## config.mk

```make
export PLATFORM = sky130hd
export DESIGN_NAME = rssb_loader
export DESIGN_NICKNAME = d
export VERILOG_FILES = /design/src/rtl/rssb_loader.sv
export SDC_FILE = /design/constraint.sdc
export NUM_CORES = 1
export LEC_CHECK = 0
export ABC_AREA = 0
export CAP_MARGIN = 10
export CORE_ASPECT_RATIO = 0.5
export CORE_MARGIN = 2
export CORE_UTILIZATION = 40
export CTS_CLUSTER_DIAMETER = 120
export DETAILED_ROUTE_END_ITERATION = 10
export PLACE_DENSITY = 0.64
export SYNTH_ARGS = -nofsm -noshare
export SYNTH_HDL_FRONTEND = slang
export SYNTH_SLANG_ARGS = --single-unit
```

## constraint.sdc

```tcl
create_clock -name clk -period 2.3 [get_ports clk]
set_clock_uncertainty 0.2 [all_clocks]
set_input_delay 0.46 -clock clk [delete_from_list [all_inputs] [get_ports clk]]
set_output_delay 0.46 -clock clk [all_outputs]
set_load 0.02 [all_outputs]
```

## src/rtl/rssb_loader.sv

```systemverilog
// Serial program loader for an RSSB core: takes a length byte, N data bytes and a checksum byte,
// writes the data into memory, then releases the core from reset only if the checksum matches.
module rssb_loader #(
   parameter int unsigned      WIDTH      = 8,
   parameter logic [WIDTH-1:0] START_ADDR = '0
) (
   input  logic             clk,
   input  logic             rst,
   input  logic [WIDTH-1:0] in_data,
   input  logic             in_valid,
   output logic             in_ready,
   input  logic             reload,
   output logic             mem_we,
   output logic [WIDTH-1:0] mem_addr,
   output logic [WIDTH-1:0] mem_wdata,
   output logic             cpu_rst,
   output logic             done,
   output logic             err
);

   typedef enum logic [2:0] {StLen, StData, StCsum, StRun, StErr} state_e;

   localparam logic [WIDTH-1:0] One = WIDTH'(1);

   state_e           state_q, state_d;
   logic [WIDTH-1:0] len_q, len_d;
   logic [WIDTH-1:0] cnt_q, cnt_d;
   logic [WIDTH-1:0] sum_q, sum_d;
   logic [WIDTH-1:0] addr_d, wdata_d;
   logic             we_d;
   logic             accept;

   // in_ready is forced low combinationally while rst is held
   assign in_ready = ~rst & ((state_q == StLen) | (state_q == StData) | (state_q == StCsum));
   assign accept   = in_valid & in_ready;

   always_comb begin
      state_d = state_q;
      len_d   = len_q;
      cnt_d   = cnt_q;
      sum_d   = sum_q;
      addr_d  = mem_addr;
      wdata_d = mem_wdata;
      we_d    = 1'b0;
      case (state_q)
         StLen: begin
            if (accept) begin
               len_d   = in_data;
               cnt_d   = '0;
               sum_d   = '0;
               state_d = (in_data == '0) ? StCsum : StData;
            end
         end
         StData: begin
            if (accept) begin
               we_d    = 1'b1;
               addr_d  = START_ADDR + cnt_q;
               wdata_d = in_data;
               sum_d   = sum_q + in_data;
               if (cnt_q == len_q - One) begin
                  state_d = StCsum;
               end else begin
                  cnt_d = cnt_q + One;
               end
            end
         end
         StCsum: begin
            if (accept) begin
               state_d = (in_data == sum_q) ? StRun : StErr;
            end
         end
         StRun, StErr: begin
            if (reload) begin
               state_d = StLen;
            end
         end
         default: state_d = StLen;
      endcase
   end

   always_ff @(posedge clk or posedge rst) begin
      if (rst) begin
         state_q   <= StLen;
         len_q     <= '0;
         cnt_q     <= '0;
         sum_q     <= '0;
         mem_we    <= 1'b0;
         mem_addr  <= '0;
         mem_wdata <= '0;
         cpu_rst   <= 1'b1;
         done      <= 1'b0;
         err       <= 1'b0;
      end else begin
         state_q   <= state_d;
         len_q     <= len_d;
         cnt_q     <= cnt_d;
         sum_q     <= sum_d;
         mem_we    <= we_d;
         mem_addr  <= addr_d;
         mem_wdata <= wdata_d;
         // Registered from next state so the core leaves reset on the edge that enters RUN
         cpu_rst   <= (state_d != StRun);
         done      <= (state_d == StRun);
         err       <= (state_d == StErr);
      end
   end

endmodule

```

# ---- Yosys cells after proc, flatten, opt, wreduce, memory -nomap -nowiden
# Cells that the tools add are included.
dict set report word_totals {
  inputBits 12
  register_bits 47
}
dict set report classes {
  n_bitwise 5
  n_mux 16
  n_eq_ne 12
  n_reduce_logical 8
  addsub 3
}
# op n
set ops {}
lappend ops {{2-to-1 mux 8 bit} 4}
lappend ops {{one-hot mux 8 bit (2 select lines)} 2}
lappend ops {{2-to-1 mux 3 bit} 6}
lappend ops {{equality test 8 bit} 2}
lappend ops {{one-hot mux 3 bit (4 select lines)} 1}
lappend ops {{equality test 3 x 2 -> 1 bit, second input constant} 3}
lappend ops {{adder 8 x 1 -> 8 bit, second input constant} 1}
lappend ops {{adder 8 bit} 1}
lappend ops {{logical NOT 8 bit} 1}
lappend ops {{subtractor 8 x 1 -> 8 bit, second input constant} 1}
lappend ops {{equality test 3 bit, second input constant} 2}
lappend ops {{inequality test 2 bit, second input constant} 3}
lappend ops {{AND reduction 2 bit} 2}
lappend ops {{AND reduction 4 bit} 1}
lappend ops {{equality test 3 x 1 -> 1 bit, second input constant} 1}
lappend ops {{logical NOT 3 bit} 1}
lappend ops {{inequality test 3 x 2 -> 1 bit, second input constant} 1}
lappend ops {{AND reduction 3 bit} 1}
lappend ops {{AND 1 bit} 2}
lappend ops {{2-to-1 mux 1 bit} 2}
lappend ops {{2-to-1 mux 2 bit} 1}
lappend ops {{bitwise OR 1 bit} 2}
lappend ops {{nonzero test 2 bit} 1}
lappend ops {{OR reduction 2 bit} 1}
lappend ops {{inverter 1 bit} 1}

# ---- Depth between registers and ports, before layout
# Gate-level depths: netlist of the first run.
dict set report logic_depth {
  depth_word 8
  depth_mapped 9
}

# ---- Worst setup path after synthesis of the first run
# Ideal clock, no wire load.
dict set report synth_timing {
  path_type {input-to-reg}
  startpoint {in in_data[1]}
  endpoint {reg sum_q[7]}
  path_stages 7
  n_path_buf 0
  arrival_ps 2014
  required_time_ps 2031
  slack_ps 17
  setup_time_ps 69
  path_cell_list {ha_1 > a21o_1 > a211oi_1 > o21ai_0 > and3_1 > or4_1 > nand3_1}
}
dict set report synth_via {
  elab_chain_cells 3
}
# item line
set synth_rtl {}
lappend synth_rtl {{from (decl)} 9} ;# input logic [WIDTH-1:0] in_data,
lappend synth_rtl {{adder 8 bit} 59} ;# sum_d = sum_q + in_data;
lappend synth_rtl {{2-to-1 mux 8 bit} 55} ;# if (accept) begin
lappend synth_rtl {{one-hot mux 8 bit (2 select lines)} 45} ;# case (state_q)
lappend synth_rtl {{to (signal assigned)} 97} ;# sum_q <= sum_d;
lappend synth_rtl {{to (decl)} 28} ;# logic [WIDTH-1:0] sum_q, sum_d;
# No other way between the ends. The select of a mux whose other input is x is not followed.
# A chain may end at the register's enable or synchronous reset.

# ---- Final worst setup path of the first run
dict set report layout_timing {
  startpoint {reg len_q[0]}
  endpoint {reg cnt_q[2]}
}
dict set report layout_via {
  elab_chain_cells 4
}
# item line
set layout_rtl {}
lappend layout_rtl {{from (decl)} 26} ;# logic [WIDTH-1:0] len_q, len_d;
lappend layout_rtl {{from (signal assigned)} 95} ;# len_q <= len_d;
lappend layout_rtl {{subtractor 8 x 1 -> 8 bit} 60} ;# if (cnt_q == len_q - One) begin
lappend layout_rtl {{equality test 8 bit} 60}
lappend layout_rtl {{inequality test 2 bit (no source line)} -}
lappend layout_rtl {{AND reduction 4 bit (no source line)} -}
lappend layout_rtl {{to (signal assigned)} 96} ;# cnt_q <= cnt_d;
lappend layout_rtl {{to (decl)} 27} ;# logic [WIDTH-1:0] cnt_q, cnt_d;
# No other way between the ends.

==> flow_metrics.env, run 1 <==
export IMPL_status="finished with violations"
export IMPL_violations="negative setup slack"
export IMPL_worst_pin_slew_ns=0.413
export IMPL_crit_slowest_cell="a2111oi_4"
export IMPL_place_congestion=0.902
export IMPL_layout_cells_non_filler=431
export IMPL_grt_max_degree=38
export IMPL_die_w_um=117
export IMPL_regToRegSetupSlack_ns=-0.01
export IMPL_crit_chain="inv_2, ha_4, a31o_2, a2111oi_4, nand4_4, buf_6, a21o_1, a21oi_2"
export IMPL_pre_cts_ws_ns=-0.561
export IMPL_numCtsBuffers=5
export IMPL_avgRoutedWirePerCell_um=15.1
export IMPL_hold_slack_ns=0.276
export IMPL_clkSlewWorstSetupHoldPaths_ns=0.06
export IMPL_final_core_util_pct=58.4
export IMPL_crit_type="flip-flop to flip-flop"
export IMPL_placedCellCount=417
export IMPL_slew_viol_final=0
export IMPL_grt_first_pass_wirelength_um=10700
export IMPL_cp_slowest_stage_delay_ns=0.45
export IMPL_fin_crit_sh_pct=101
export IMPL_yosys_warnings=0
export IMPL_clk_path_buf_depth=2
export IMPL_synth_top_area_share_pct=45.1
export IMPL_fp_row_count=20
export IMPL_worstSetupEndpointType="flip-flop"
export IMPL_die_area_um2=7080
export IMPL_cts_tree="built"
export IMPL_final_setup_worst_slack_ns=-0.0148
export IMPL_final_area_um2=3570
export IMPL_synthDistinctLibCells=48
export IMPL_powerDensity_nw_per_um2=1330
export IMPL_cts_sinks=47
export IMPL_cts_root_buffer="clkbuf_16"
export IMPL_synth_edf_count=0
export IMPL_ant_nets=0
export IMPL_relSlewSlack_pct=72.4
export IMPL_finalPower_mw=4.73
export IMPL_synth_most_common_cell="nand2_1"
export IMPL_cts_hold_buf=0
export IMPL_fin_crit_ns=2.31
export IMPL_viasPerCell=5.17
export IMPL_hp_class="flip-flop to flip-flop"
export IMPL_cp_data_required_time_ns=2.31
export IMPL_synthTopCellsByArea="dfrtp_1 (45%), nand2_1 (7.3%), ha_1 (4.4%)"
export IMPL_grt_pass1_vias=2246
export IMPL_totalWireLength_um=6490
export IMPL_detail_route_first_pass_iterations=6
export IMPL_antenna_found_initial=0
export IMPL_n_antenna_cell=0
export IMPL_avgSynthCellArea_um2=9.42
export IMPL_synth_nets=293
export IMPL_core_um2=6110
export IMPL_fin_setup_tns_ns=-0.0168
export IMPL_drive_gt1_share_pct=28.9
export IMPL_ys_top_cells_by_count="nand2_1 (50), dfrtp_1 (46), o21ai_0 (22)"
export IMPL_synth_cells=271
export IMPL_htreeDepth=2
export IMPL_arrival_ns=2.32
export IMPL_syn_area_um2=2550
export IMPL_hold_viol=0
export IMPL_globalRouteTotalUtil_pct=19.7
export IMPL_clk_latency_ns=0.28
export IMPL_maxCapViolations=0
export IMPL_crit_fanout=5
export IMPL_p_leak_nw=1.59
export IMPL_synth_flop_cell="dfrtp_1"
export IMPL_io_buffers=32
export IMPL_start_kind="flip-flop"
export IMPL_first_iter_violations=82
export IMPL_area_growth_pct=39.7
export IMPL_die_h_um=60.5
export IMPL_ios=33
export IMPL_finalSetupViolations=2
export IMPL_synth_top_area_cell="dfrtp_1"
export IMPL_num_vias=2230
export IMPL_synth_seq_cells=47
export IMPL_drc=0
export IMPL_irDropWorstVdd_uv=400
export IMPL_rsz0062_at_grt="true"
export IMPL_ys_seq_area_share_pct=46.1
export IMPL_fin_nets=364
export IMPL_start_util_pct=41.8
export IMPL_dp_hpwl_um=4540
export IMPL_max_freq_ghz=0.432
export IMPL_synth_async_reset_ratio_pct=100
export IMPL_dpl_cell_area_um2=3200
export IMPL_overflow=0
[metal layers]
metal	track usage (%)	up-vias	wire length (um)
li1	-	1066	-
met3	4.10	15	214
met5	0	-	0
met1	25.2	1093	2880
met2	34.9	56	3260
met4	5.38	0	145
[layout by cell type, fill, tap and decap left out, types with 3 or more instances in the layout]
cell type        Yosys  layout
nand2_1             50      49
dfrtp_1             46      45
buf_4                0      37
clkdlybuf4s50_1      0      24
o21ai_0             22      20
nor2_1              15      14
xnor2_1             12      11
inv_1               13      10
nand3_1             10      10
a21oi_1             13       9
mux2_2               7       7
dlygate4sd2_1        0       7
a21o_1               6       6
nor3_1               7       5
clkbuf_16            0       5
xor2_1               4       4
a21oi_2              0       4
ha_4                 0       4
ha_1                 9       4
nand4_1              3       3
nor3_2               1       3
inv_2                0       3
[power breakdown]
part	total (mW)	internal (mW)	switching, mW
sequential	1.48	1.16	0.321
clock	0.846	0.541	0.305
combinational	2.41	1.17	1.23
total	4.73	2.87	1.86
[final timing paths]
| path | start | endpoint | cells after the start |
|---|---|---|---|
| worst max-delay path | len_q[0] | cnt_q[2] | 8 |
| worst min-delay path | mem_addr[6] | mem_addr[6] | 2 |
| worst max register to register | len_q[0] | cnt_q[2] | 8 |
| worst min register to register | mem_addr[6] | mem_addr[6] | 2 |
| max in group asynchronous | rst | len_q[2] | 4 |
| min in group asynchronous | rst | state_q[2] | 3 |
[flip-flops by register name (all words and copies together) (netlist names), 3 cells and up]
register,flops
mem_wdata,8
sum_q,8
len_q,8
state_q,3
mem_addr,8
cnt_q,8
[layout make-up]
class | count | area (um^2)
multi-input combinational | 201 | 1410
sequential | 47 | 1180
clock buffer | 6 | 139
clock inverter | 2 | 35.0
inverter | 14 | 53.8
fill | 550 | 2540
timing repair buffer | 73 | 639
tap | 88 | 110
[cells by family after synthesis]
| group | Yosys count | share of synthesized area (%) |
|---|---|---|
| adders and majority gates | 10 | 5.19 |
| DFF | 47 | 46.1 |
| and+or+nand+nor | 114 | 22.3 |
| AOI/OAI and AO/OA | 53 | 13.0 |
| buffers and inverters | 23 | 4.41 |
| xor gates and xnor gates | 16 | 5.49 |
| muxes | 8 | 3.48 |
[repair_timing]
| action | CTS | global route |
|---|---|---|
| gates resized for setup | 17 | 23 |
| setup buffers | 2 | 3 |
| hold endpoints to repair | 0 | 0 |
| gates cloned | 0 | 1 |
| setup endpoints to repair | 11 | 10 |
| pin swaps | 6 | 8 |
[critical path: cells and delay by family, from the launching register on]
kind / cells / cell delay (ns)
AOI/OAI and AO/OA: 4 / 0.98
and+or+nand+nor: 1 / 0.20
adders and majority gates: 1 / 0.17
buffers and inverters: 2 / 0.27
DFF: 1 / 0.42
(Power assumes the default switching activity.)
==> run 2: changes to the inputs <==
==> constraint.sdc (replaced) <==
create_clock -name clk -period 1.9 [get_ports clk]
set_clock_uncertainty 0.2 [all_clocks]
set_input_delay 0.38 -clock clk [delete_from_list [all_inputs] [get_ports clk]]
set_output_delay 0.38 -clock clk [all_outputs]
set_load 0.02 [all_outputs]
==> flow_metrics.env, run 2 (synthesized netlist as in run 1, its figures left out) <==
export IMPL_totalWireLength_um=7110
export IMPL_start_kind="flip-flop"
export IMPL_numCtsBuffers=5
export IMPL_viasPerCell=5.04
export IMPL_arrival_ns=2.32
export IMPL_detail_route_first_pass_iterations=4
export IMPL_overflow=0
export IMPL_first_iter_violations=109
export IMPL_finalSetupViolations=20
export IMPL_cts_hold_buf=0
export IMPL_clk_latency_ns=0.29
export IMPL_num_vias=2322
export IMPL_die_h_um=60.5
export IMPL_max_freq_ghz=0.425
export IMPL_worstSetupEndpointType="flip-flop"
export IMPL_rsz0062_at_grt="true"
export IMPL_drive_gt1_share_pct=36.7
export IMPL_globalRouteTotalUtil_pct=20.7
export IMPL_grt_pass1_vias=2265
export IMPL_antenna_found_initial=0
export IMPL_status="finished with violations"
export IMPL_clk_path_buf_depth=2
export IMPL_n_antenna_cell=0
export IMPL_area_growth_pct=54.3
export IMPL_cts_sinks=47
export IMPL_grt_first_pass_wirelength_um=11100
export IMPL_violations="negative setup slack"
export IMPL_die_w_um=117
export IMPL_htreeDepth=2
export IMPL_fp_row_count=20
export IMPL_grt_max_degree=29
export IMPL_fillCellCount=492
export IMPL_pre_cts_ws_ns=-0.753
export IMPL_drc=0
export IMPL_hp_class="input port to async pin"
export IMPL_hold_viol=0
export IMPL_cts_root_buffer="clkbuf_16"
export IMPL_final_cell_mix="buf_4 (64), nand2_1 (49), dfrtp_1 (45), clkdlybuf4s50_1 (21), nor2_1 (13)"
export IMPL_dp_hpwl_um=4780
export IMPL_ant_nets=0
export IMPL_slew_viol_final=0
export IMPL_start_util_pct=41.8
export IMPL_crit_fanout=7
export IMPL_core_um2=6110
export IMPL_p_leak_nw=1.78
export IMPL_worst_pin_slew_ns=0.405
export IMPL_relSlewSlack_pct=72.8
export IMPL_ios=33
export IMPL_powerDensity_nw_per_um2=1640
export IMPL_final_setup_worst_slack_ns=-0.452
export IMPL_fin_crit_ns=2.35
export IMPL_cts_tree="built"
export IMPL_dpl_cell_area_um2=3410
export IMPL_io_buffers=32
export IMPL_final_area_um2=3940
export IMPL_maxCapViolations=0
export IMPL_final_common_cell="buf_4"
export IMPL_fin_crit_sh_pct=124
export IMPL_die_area_um2=7080
export IMPL_final_core_util_pct=64.5
export IMPL_place_congestion=0.879
export IMPL_avgRoutedWirePerCell_um=15.4
export IMPL_cp_data_required_time_ns=1.87
export IMPL_clkSlewWorstSetupHoldPaths_ns=0.07
export IMPL_crit_type="flip-flop to flip-flop"
export IMPL_irDropWorstVdd_uv=655
export IMPL_fin_nets=394
run 2: stage by stage:
step / hold WS [ns] / instances / TNS, ns / power (mW)
after global routing: 0.236 / 461 / -5.86 / 6.88
after CTS: 0.213 / 453 / -3.19 / 6.11
after floorplan: 0.253 / 271 / -1.84 / 3.45
after global placement: 0.261 / 436 / -19.20 / 4.53
final: 0.225 / 461 / -4.45 / 6.46
after detailed placement: 0.262 / 436 / -20.35 / 4.60
run 2: final timing paths:
kind / start / to / slack, ns / cells after the start
min reg2reg: mem_addr[5] / mem_addr[5] / 0.27 / 2
max reg2reg: len_q[1] / cnt_q[0] / -0.45 / 7
max in group asynchronous: rst / cpu_rst / 1.04 / 4
min: rst / state_q[1] / 0.23 / 4
max: len_q[1] / cnt_q[0] / -0.45 / 7
min in group clk: mem_addr[5] / mem_addr[5] / 0.27 / 2
run 2: timing repair:
item	in CTS	in global routing
cloned	1	0
setup endpoints to repair	46	27
setup buffers	9	9
pin swaps	23	15
resized for setup	46	24
run 2: power by group:
group	internal (mW)	total [mW]	switching, mW	leakage, nW
Clock	0.755	1.13	0.376	0.0911
Combinational	1.88	3.55	1.67	1.10
Sequential	1.40	1.78	0.379	0.594
Total	4.04	6.46	2.42	1.78
run 2: metal layers:
metal  track usage (%)  up-vias  part of all wire (%)
met3              4.90       14                   4.1
met1              26.6     1110                    44
li1                  -     1126                     -
met4              3.19        0                   1.4
met2              37.2       72                    50
met5                 0        -                     0
run 2: final cells by class:
| class | instances | area [um^2] | area share (%) |
|---|---|---|---|
| inverter | 14 | 57.6 | 1.46 |
| timing repair buffer | 103 | 871 | 22.1 |
| clock inverter | 2 | 60.1 | 1.52 |
| sequential | 47 | 1180 | 29.9 |
| clock buffer | 6 | 129 | 3.27 |
| multi-input combinational | 201 | 1540 | 39.0 |
| tap | 88 | 110 | 2.79 |
run 2: worst max-delay path, cell delays in order (launching register included):
cell and delay, ns:
dfrtp_2 0.42, inv_2 0.07, ha_4 0.17, a31o_4 0.22, a2111oi_4 0.45, nand4_4 0.23, nand2_2 0.16, mux2_4 0.30
